==> config.mk <==
export PLATFORM = sky130hd
export DESIGN_NAME = mul16_sched
export DESIGN_NICKNAME = d
export VERILOG_FILES = /design/src/rtl/mul16_sched.sv
export SDC_FILE = /design/constraint.sdc
export NUM_CORES = 1
export LEC_CHECK = 0
export BUFFER_PORTS_ARGS = -buffer_cell sky130_fd_sc_hd__buf_4
export CORE_ASPECT_RATIO = 1.75
export CORE_MARGIN = 2
export CORE_UTILIZATION = 55
export CTS_BUF_LIST = sky130_fd_sc_hd__clkbuf_8
export DETAILED_ROUTE_END_ITERATION = 16
export MAX_ROUTING_LAYER = met4
export PLACE_DENSITY = 0.93
export SLEW_MARGIN = 20
export SYNTH_ARGS = -nofsm -noshare
export SYNTH_HDL_FRONTEND = slang
export SYNTH_SLANG_ARGS = --single-unit
==> constraint.sdc <==
create_clock -name clk -period 3 [get_ports clk]
set_input_delay 0.45 -clock clk [delete_from_list [all_inputs] [get_ports clk]]
set_output_delay 0.45 -clock clk [all_outputs]
set_load 0.1 [all_outputs]
==> src/rtl/mul16_sched.sv <==
// Two-requester 16x16 unsigned multiplier built from four passes through a shared external 8x8 multiplier.
// Optional MUL16_SCHED_ZERO_SKIP_EN: a request with a zero operand skips the compute states and answers 0.
module mul16_sched #(
    parameter bit PRIO_INIT = 1'b0
) (
    input  logic        clk,
    input  logic        rst_n,
    input  logic        req0_valid,
    output logic        req0_ready,
    input  logic [15:0] req0_a,
    input  logic [15:0] req0_b,
    input  logic        req1_valid,
    output logic        req1_ready,
    input  logic [15:0] req1_a,
    input  logic [15:0] req1_b,
    output logic        rsp_valid,
    input  logic        rsp_ready,
    output logic        rsp_id,
    output logic [31:0] rsp_p,
    output logic [7:0]  m_a,
    output logic [7:0]  m_b,
    input  logic [15:0] m_p,
    output logic        busy
);

    typedef enum logic [2:0] {
        IDLE,
        P0,
        P1,
        P2,
        P3,
        DONE
    } state_t;

    state_t      state, state_nxt;
    logic [15:0] a_q, b_q;
    logic        id_q;
    logic        last_q;
    logic [31:0] acc;

    logic        grant_id;
    logic        accept;
    logic [15:0] sel_a, sel_b;
    logic        zero_op;

    // On a tie the requester not served last wins; otherwise the lone valid requester.
    always_comb begin
        grant_id   = (req0_valid && req1_valid) ? ~last_q : req1_valid;
        req0_ready = rst_n && (state == IDLE) && req0_valid && !grant_id;
        req1_ready = rst_n && (state == IDLE) && req1_valid && grant_id;
        accept     = req0_ready || req1_ready;
        sel_a      = grant_id ? req1_a : req0_a;
        sel_b      = grant_id ? req1_b : req0_b;
`ifdef MUL16_SCHED_ZERO_SKIP_EN
        zero_op    = (sel_a == '0) || (sel_b == '0);
`else
        zero_op    = 1'b0;
`endif
    end

    always_comb begin
        state_nxt = state;
        case (state)
            IDLE:    if (accept) state_nxt = zero_op ? DONE : P0;
            P0:      state_nxt = P1;
            P1:      state_nxt = P2;
            P2:      state_nxt = P3;
            P3:      state_nxt = DONE;
            DONE:    if (rsp_ready) state_nxt = IDLE;
            default: state_nxt = IDLE;
        endcase
    end

    always_comb begin
        m_a = '0;
        m_b = '0;
        case (state)
            P0: begin m_a = a_q[7:0];  m_b = b_q[7:0];  end
            P1: begin m_a = a_q[15:8]; m_b = b_q[7:0];  end
            P2: begin m_a = a_q[7:0];  m_b = b_q[15:8]; end
            P3: begin m_a = a_q[15:8]; m_b = b_q[15:8]; end
            default: begin m_a = '0; m_b = '0; end
        endcase
    end

    always_ff @(posedge clk or negedge rst_n) begin
        if (!rst_n) begin
            state  <= IDLE;
            a_q    <= '0;
            b_q    <= '0;
            id_q   <= 1'b0;
            last_q <= ~PRIO_INIT;
            acc    <= '0;
        end else begin
            state <= state_nxt;
            if (accept) begin
                a_q    <= sel_a;
                b_q    <= sel_b;
                id_q   <= grant_id;
                last_q <= grant_id;
                acc    <= '0;
            end
            // Partial products land at bit 0, 8, 8 and 16; sums wrap mod 2^32.
            case (state)
                P0:      acc <= {16'h0000, m_p};
                P1:      acc <= acc + {8'h00, m_p, 8'h00};
                P2:      acc <= acc + {8'h00, m_p, 8'h00};
                P3:      acc <= acc + {m_p, 16'h0000};
                default: ;
            endcase
        end
    end

    assign rsp_valid = (state == DONE);
    assign rsp_p     = acc;
    assign rsp_id    = id_q;
    assign busy      = (state != IDLE);

endmodule

Word level (Yosys, flattened, before mapping) --
Cells that the tools add are included.
Cells by class: add/subtract/negate cells 2, eq/ne operators 7, muxes and demuxes 10, bitwise logic cells 1, reductions and logical operators 17
Operators with widths (count):
- case mux 32 bit (3 select lines) | 1
- adder 32 x 24 -> 32 bit | 1
- adder 32 bit | 1
- 2-to-1 mux 16 bit | 2
- 2-to-1 mux 32 bit | 1
- case mux 8 bit (2 select lines) | 2
- case mux 3 bit (6 select lines) | 1
- OR reduction 2 bit | 5
- equality test 3 x 2 -> 1 bit (second input constant) | 2
- equality test 3 bit (second input constant) | 2
- logical AND 1 bit | 6
- 2-to-1 mux 3 bit | 2
- nonzero test 4 bit | 1
- equality test 3 x 1 -> 1 bit (second input constant) | 1
- zero test 3 bit | 1
- nonzero test 3 bit | 1
- inequality test 2 x 1 -> 1 bit (second input constant) | 1
- inequality test 2 bit (second input constant) | 1
- AND reduction 2 bit | 1
- zero test 1 bit | 1
- logical OR 1 bit | 1
- 2-to-1 mux 1 bit | 1
- NOT 1 bit | 1
Storage, ports and cells: register bits after elaboration 69, input port bits 85, output and inout bits 53, word-level logic and storage cells 43

Depth between registers and ports, before layout --
Gate-level depths: netlist of the first run.
word-level depth 7, mapped depth 10, depth with buffers taken out 10

Worst setup path before layout of the first run --
Ideal clock, no wire load.
path kind register -> output, from register state[1], to output m_b[0], arrival time 3268 ps, required time 2550 ps, slack -718 ps, stages on the path, launching flop included 6, buffers on the path 2, path through dfrtp_1 clkbuf_1 buf_1 mux2_2 a22oi_1 o21ai_0
Between the ends: word-level cells in the longest chain between the ends 3, elaborated cells between the ends (all ways) 7, classes of those cells 4 x eq/ne; 1 x mux; 2 x reduce/logical
Ends and longest elaborated chain:
- from (decl) | line 35 | state_t state, state_nxt;
- from (signal assigned) | line 95 | state <= state_nxt;
- equality test 3 bit, or another cell as far along | line 77 | case (state)
- OR reduction 2 bit (no line)
- case mux 8 bit (2 select lines) * | line 77
- to (decl) | line 21 | output logic [7:0] m_b,
Every way passes the cells marked *; elsewhere a longest branch is shown, timed or not.

Worst setup path in the final report of the first run --
from register acc[8] (netlist: rsp_p[8]), to register acc[30] (netlist: rsp_p[30])
Between the ends: word-level cells in the longest chain between the ends 2, elaborated cells between the ends (all ways) 3, classes of those cells 2 x add/sub; 1 x mux
Ends and longest elaborated chain:
- from (decl) | line 39 | logic [31:0] acc;
- from (signal assigned) | line 105 | P0: acc <= {16'h0000, m_p};
- from (signal assigned) | line 106 | P1: acc <= acc + {8'h00, m_p, 8'h00};
- from (signal assigned) | line 107 | P2: acc <= acc + {8'h00, m_p, 8'h00};
- adder 32 bit / adder 32 x 24 -> 32 bit (equally long branches) | line 108, 106, 107
- case mux 32 bit (3 select lines) * | line 104 | case (state)
Marks and branches as above. A chain may end at the register's enable or synchronous reset.

==> impl_metrics.yaml, run 1 <==
setup_path:
  reg2reg_to: "rsp_p[30]"
  r2r_start: "rsp_p[8]"
  r2r_slack_ns: 0.09
  slowest_stage: "dfrtp_4"
  cp-end-kind: "flop"
  path_class: "flop to flop"
  path_cells: "ha_4 > fa_2 > a211o_1 > a211o_1 > nand3_2 > a41oi_2 > o311a_1 > a32o_1 > a211o_1"
  path_max_fanout: 3
  slowest_delay_ns: 0.50
  start_kind: "flop"
  crit_top_cell: "a211o_1"
  reg2reg_depth: 9
  cp.arrival_ns: 3.15
  crit_required_ns: 3.24
routing:
  remaining_drc_errors: 0
  wl_per_cell_um: 18.38
  final_antenna_net_count: 0
  drt_iter0_markers: 403
  dr_total_vias: 5113
  via_per_inst: 6.213
  dr.pass1.iters: 5
  drt_wl_total_um: 15130
placement:
  placed_cell_area_um2: 6210
  gp_congestion: 0.9896
  placement.setup.worst_slack_ns: -0.06986
  portBuffers: 137
  place_inst: 806
  dp_hpwl_um: 11410
clocking:
  cts_setup_buffers: 0
  clk_pin_slew_ns: 0.08
  clock_path_buffers: 2
  clk_latency_ns: 0.36
  clockRootBuffer: "clkbuf_8"
  htree_levels: 3
  clkSinkCount: 69
  cts_tree: "yes"
  numCtsBuffers: 9
logic_synthesis:
  yosysTopAreaCell: "dfrtp_1"
  ys_ff_latch: 69
  yosysSeqAreaShare_pct: 34.60
  synthesis.area_um2: 4994
  syn_inst: 565
  syn_nets: 683
  synth_edf_count: 0
  ys.warnings.count: 0
  synthArstFlopShare_pct: 100.0
  postSynthAreaPerCell_um2: 8.838
  synth.area.top_cells: "dfrtp_1, ha_1, mux2i_1"
  yosysTopAreaCellShare_pct: 34.08
  synth_top_flop_cell: "dfrtp_1"
  yosys.cell_types.count: 65
sta:
  grt_setup_unrepaired: "false"
  finalCriticalPeriod_ns: 2.910
  finalSetupViolCount: 0
  drv_slew: 0
  setup_slack_ns: 0.08983
  tightest_slew_ns: 0.8923
  fin_skew_ns: 0.005139
  hold_viol: 0
  relSlewSlack_pct: 40.52
  finalCritPeriodShare_pct: 97.01
  fmax_mhz: 343.6
die:
  io_pins: 138
  die_area_um2: 9888
  die_x_um: 76.03
  initial_core_util_pct: 55.97
  num_rows: 46
  core_um2: 8921
  chipHeight_um: 130.1
min_path:
  whs_path_depth: 3
  worstHoldEndpoint: "last_q"
  holdCritStartpoint: "req1_valid"
  hold_path_class: "input pin to flop"
global_route:
  grt_pass1_wl_um: 24210
  grt_pass1_vias: 5060
  grt_use_total_pct: 31.72
  grt_max_degree: 70
  gr-total-overflow: 0
  antenna_found_initial: 0
layout:
  final_cell_count_no_fill: 823
  fin_nets: 816
  diodes: 0
  area_growth_syn_to_layout_pct: 29.24
  final_cell_area_um2: 6454
  drive_gt1_share_pct: 29.45
status:
  status: "complete, no violations"
flow_run:
  maxCapViolations: 0
-- flip-flops by register name (all words and copies together) (netlist names) --
signal,flops
state,3
b_q,16
rsp_p,32
a_q,16
rsp_id,1
last_q,1
-- per-stage QoR --
step / hold slack, ns / setup TNS, ns / utilization [%]
2_1_floorplan: 0.1544 / 0 / -
3_3_place_gp: 0.2524 / 0 / 69.61
3_5_place_dp: 0.2534 / -0.06986 / 69.61
4_1_cts: 0.3326 / 0 / 72.22
5_1_grt: 0.3463 / 0 / 72.34
6_report: 0.3456 / 0 / 72.34
-- cells in the final DEF (no fill, tap or decap), types with 3 or more instances in the layout --
master,count
buf_4,152
nor2_1,60
dfrtp_1,60
a21oi_1,55
nand2_1,45
mux2i_1,34
o21ai_0,31
ha_1,29
a22oi_1,19
o21ai_1,17
inv_1,13
clkbuf_8,11
nand3_1,10
xor2_1,10
xnor2_1,10
nand2b_1,9
nor3_1,9
a22o_1,9
mux2_2,8
o21a_1,7
a211oi_1,7
a21o_1,7
dfrtp_2,6
nor2b_1,5
a211o_1,5
o31ai_1,5
o21bai_1,4
nor4_1,4
and3_1,3
-- worst max-delay path: cells and delay by family (launching register included) --
family	cells	cell delay (ns)
AOI/OAI and AO/OA	6	1.67
adders and majority gates	2	0.51
DFF	1	0.50
and+or+nand+nor	1	0.09
-- cell usage after synthesis (all sizes together) (3+ instances only) --
master / number
mux2i: 34
clkbuf: 22
nor2b: 5
a21o: 8
a22o: 9
o21bai: 4
mux2: 8
and3: 3
xnor2: 10
nor3: 10
ha: 31
dfrtp: 68
xor2: 10
nand3: 11
a21oi: 56
a211oi: 8
nand2: 45
nor2: 61
a41oi: 4
inv: 13
o31ai: 5
buf: 10
nand2b: 9
o21a: 7
o21ai: 49
a211o: 5
a31oi: 3
a22oi: 19
nor4: 4
-- kinds of logic (layout without fill, tap and decap cells) --
logic type	count (synthesis)	in the layout	synth area share (%)
and+or+nand+nor	156	156	13.98
adders and majority gates	33	33	8.569
xor gates and xnor gates	20	20	3.508
DFF	69	69	34.60
muxes	42	42	8.620
buffers and inverters	45	183	3.758
AOI/OAI and AO/OA	200	200	26.96
-- metal layers --
| metal | global-route usage [%] | up-vias | share of wire, % |
|---|---|---|---|
| met3 | 5.325 | 71 | 6.0 |
| met2 | 54.67 | 265 | 51 |
| met5 | - | - | 0 |
| met4 | 21.82 | 0 | 6.8 |
| li1 | - | 2353 | - |
| met1 | 33.38 | 2424 | 36 |
-- what timing repair did --
| action | CTS | global route |
|---|---|---|
| cloned | 0 | 0 |
| pin swaps | 0 | 3 |
| setup endpoints to repair | 1 | 2 |
| gates resized for setup | 1 | 2 |
| hold buffers | 1 | 0 |
| endpoints found under the hold margin | 1 | 0 |
-- worst max path at each step --
stage                   start         to  slack (ns)
floorplan            rsp_p[8]  rsp_p[30]       0.004
finish               rsp_p[8]  rsp_p[30]        0.09
global route         state[1]     m_b[3]       0.002
detailed placement     m_p[0]  rsp_p[30]       -0.07
CTS                 rsp_p[16]  rsp_p[30]        0.03
global placement       m_p[0]  rsp_p[30]        0.03
-- cell type report --
class | instances | area [um2]
fill | 648 | 2467
multi-input combinational | 451 | 3131
clock inverter | 5 | 58.81
sequential | 69 | 1743
inverter | 13 | 48.80
timing repair buffer | 154 | 1171
clock buffer | 11 | 151.4
tap | 120 | 150.1
Power of run 1 is not shown: default switching activity piles up to over one toggle a cycle in this logic, so the estimate is an artifact.
==> inputs of run 2 (changes only) <==
Settings changed: RECOVER_POWER from default to 100.
Clock period 3 ns to 3.7 ns, I/O delays scaled along.
==> run 2 against run 1 <==
Net effect: the flow now finishes with violations (capacitance limit, slew limit); via count up 0.74%; cell count down 1.5%; worst setup slack better by 0.39 ns; die area unchanged; highest routed layer unchanged; register-to-register slack better by 0.49 ns; count of clock-buffer cells in the layout unchanged; clock skew up 0.0060 ns; final area down 5.0%; utilization down 3.6 points; critical endpoint is now m_b[6]; sequential share of layout area up 1.2 points; non-clock buffer count down 11.
==> impl_metrics.yaml, run 2 (synthesis results as in run 1) <==
status:
  status: "complete, but fails checks"
  failed_checks: "capacitance limit, slew limit"
layout:
  drive_gt1_share_pct: 20.55
  largest_reg_flops: 32
  ff_latch_area_um2: 1728
  final_cell_mix: "buf_4, dfrtp_1, nor2_1"
  area_growth_syn_to_layout_pct: 22.78
  final_common_cell: "buf_4"
  fin_util_pct: 68.72
  fillerInstances: 739
  fin_nets: 805
  diodes: 0
  multiInputGateArea_um2: 3075
setup_path:
  crit_required_ns: 3.14
  start_kind: "flop"
  r2r_slack_ns: 0.58
  cp.arrival_ns: 2.66
  reg2reg_to: "rsp_p[29]"
  reg2reg_depth: 8
  cp-end-kind: "output pin"
  path_max_fanout: 27
  path_class: "flop to output pin"
  r2r_start: "rsp_p[17]"
routing:
  remaining_drc_errors: 0
  wl_per_cell_um: 18.77
  dr.pass1.iters: 5
  via_per_inst: 6.351
  dr_total_vias: 5151
  drt_wl_total_um: 15230
  final_antenna_net_count: 0
  drt_iter0_markers: 474
sta:
  tightest_slew_ns: 1.523
  drv_slew: 59
  finalCritPeriodShare_pct: 87.00
  finalSetupViolCount: 0
  tns_ns: 0
  hold_viol: 0
  grt_setup_unrepaired: "false"
  finalCriticalPeriod_ns: 3.219
  relSlewSlack_pct: -1.501
  fmax_mhz: 310.6
  fin_skew_ns: 0.01109
clocking:
  htree_levels: 3
  clock_path_buffers: 2
  clockRootBuffer: "clkbuf_8"
  numCtsBuffers: 9
  cts_resized: 0
  cts_setup_buffers: 0
  ctsHoldBuffers: 0
  clk_latency_ns: 0.35
  clkSinkCount: 69
  clk_pin_slew_ns: 0.08
  cts_tree: "yes"
global_route:
  grt_use_total_pct: 32.10
  antenna_found_initial: 0
  grt_pass1_vias: 5196
  gr-total-overflow: 0
  grt_max_degree: 59
  grt_pass1_wl_um: 24380
die:
  die_x_um: 76.03
  num_rows: 46
  core_um2: 8921
  io_pins: 138
  chipHeight_um: 130.1
  die_area_um2: 9888
  initial_core_util_pct: 55.97
flow_run:
  maxCapViolations: 1
placement:
  portBuffers: 137
  dp_hpwl_um: 11420
  gp_congestion: 1.045
min_path:
  hold_path_class: "input pin to async pin"
==> run 2: changes by cell type in the layout (fill, tap and decap cells not counted), sizes merged <==
cell and change:
clkinv -1, clkinvlp -2, dlygate4sd3 -1, clkbuf +49
bufinv +1, buf -59, inv +1
==> run 2: area by class of cell <==
type	count	area share [%]
clock inverters	4	1.184
flip-flops and latches	69	28.18
inverters	13	0.7959
multi-input cells	451	50.16
clock buffers	11	2.469
repair buffers	143	14.76
well taps	120	2.449
==> run 2: worst max path at each step <==
stage	from	to	slack, ns
2_1_floorplan	state[1]	m_b[6]	0.01
3_3_place_gp	m_p[0]	rsp_p[30]	0.50
3_5_place_dp	m_p[0]	rsp_p[30]	0.41
4_1_cts	rsp_p[8]	rsp_p[30]	0.67
5_1_grt	state[0]	m_b[6]	0.26
6_report	state[0]	m_b[6]	0.48
==> run 2: worst max-delay path: stages (launching register included) <==
cell,delay (ns)
dfrtp_1,0.69
nor2_1,0.28
and2_1,0.73
nand2_1,0.10
o21ai_0,0.15
buf_4,0.35
==> run 2: metrics by stage <==
step                hold slack [ns]  instance area, um2  cells  setup slack, ns
floorplan                    0.2594                4994    565          0.01080
global placement             0.4281                6102    796           0.5025
detailed placement           0.4299                6102    796           0.4149
CTS                         0.04905                6326    811           0.6724
global route                 0.3667                6131    811           0.2556
finish                       0.3017                6131    811           0.4809
==> run 2: routing by layer <==
layer  track usage (%)  part of all wire [%]  wire length (um)
met5                 -                     0                 0
met1             32.08                    35              5278
met4             20.43                   6.4               980
met3             5.878                   6.1               931
met2             57.77                    53              8035
Power of run 2 is left out for the same reason.
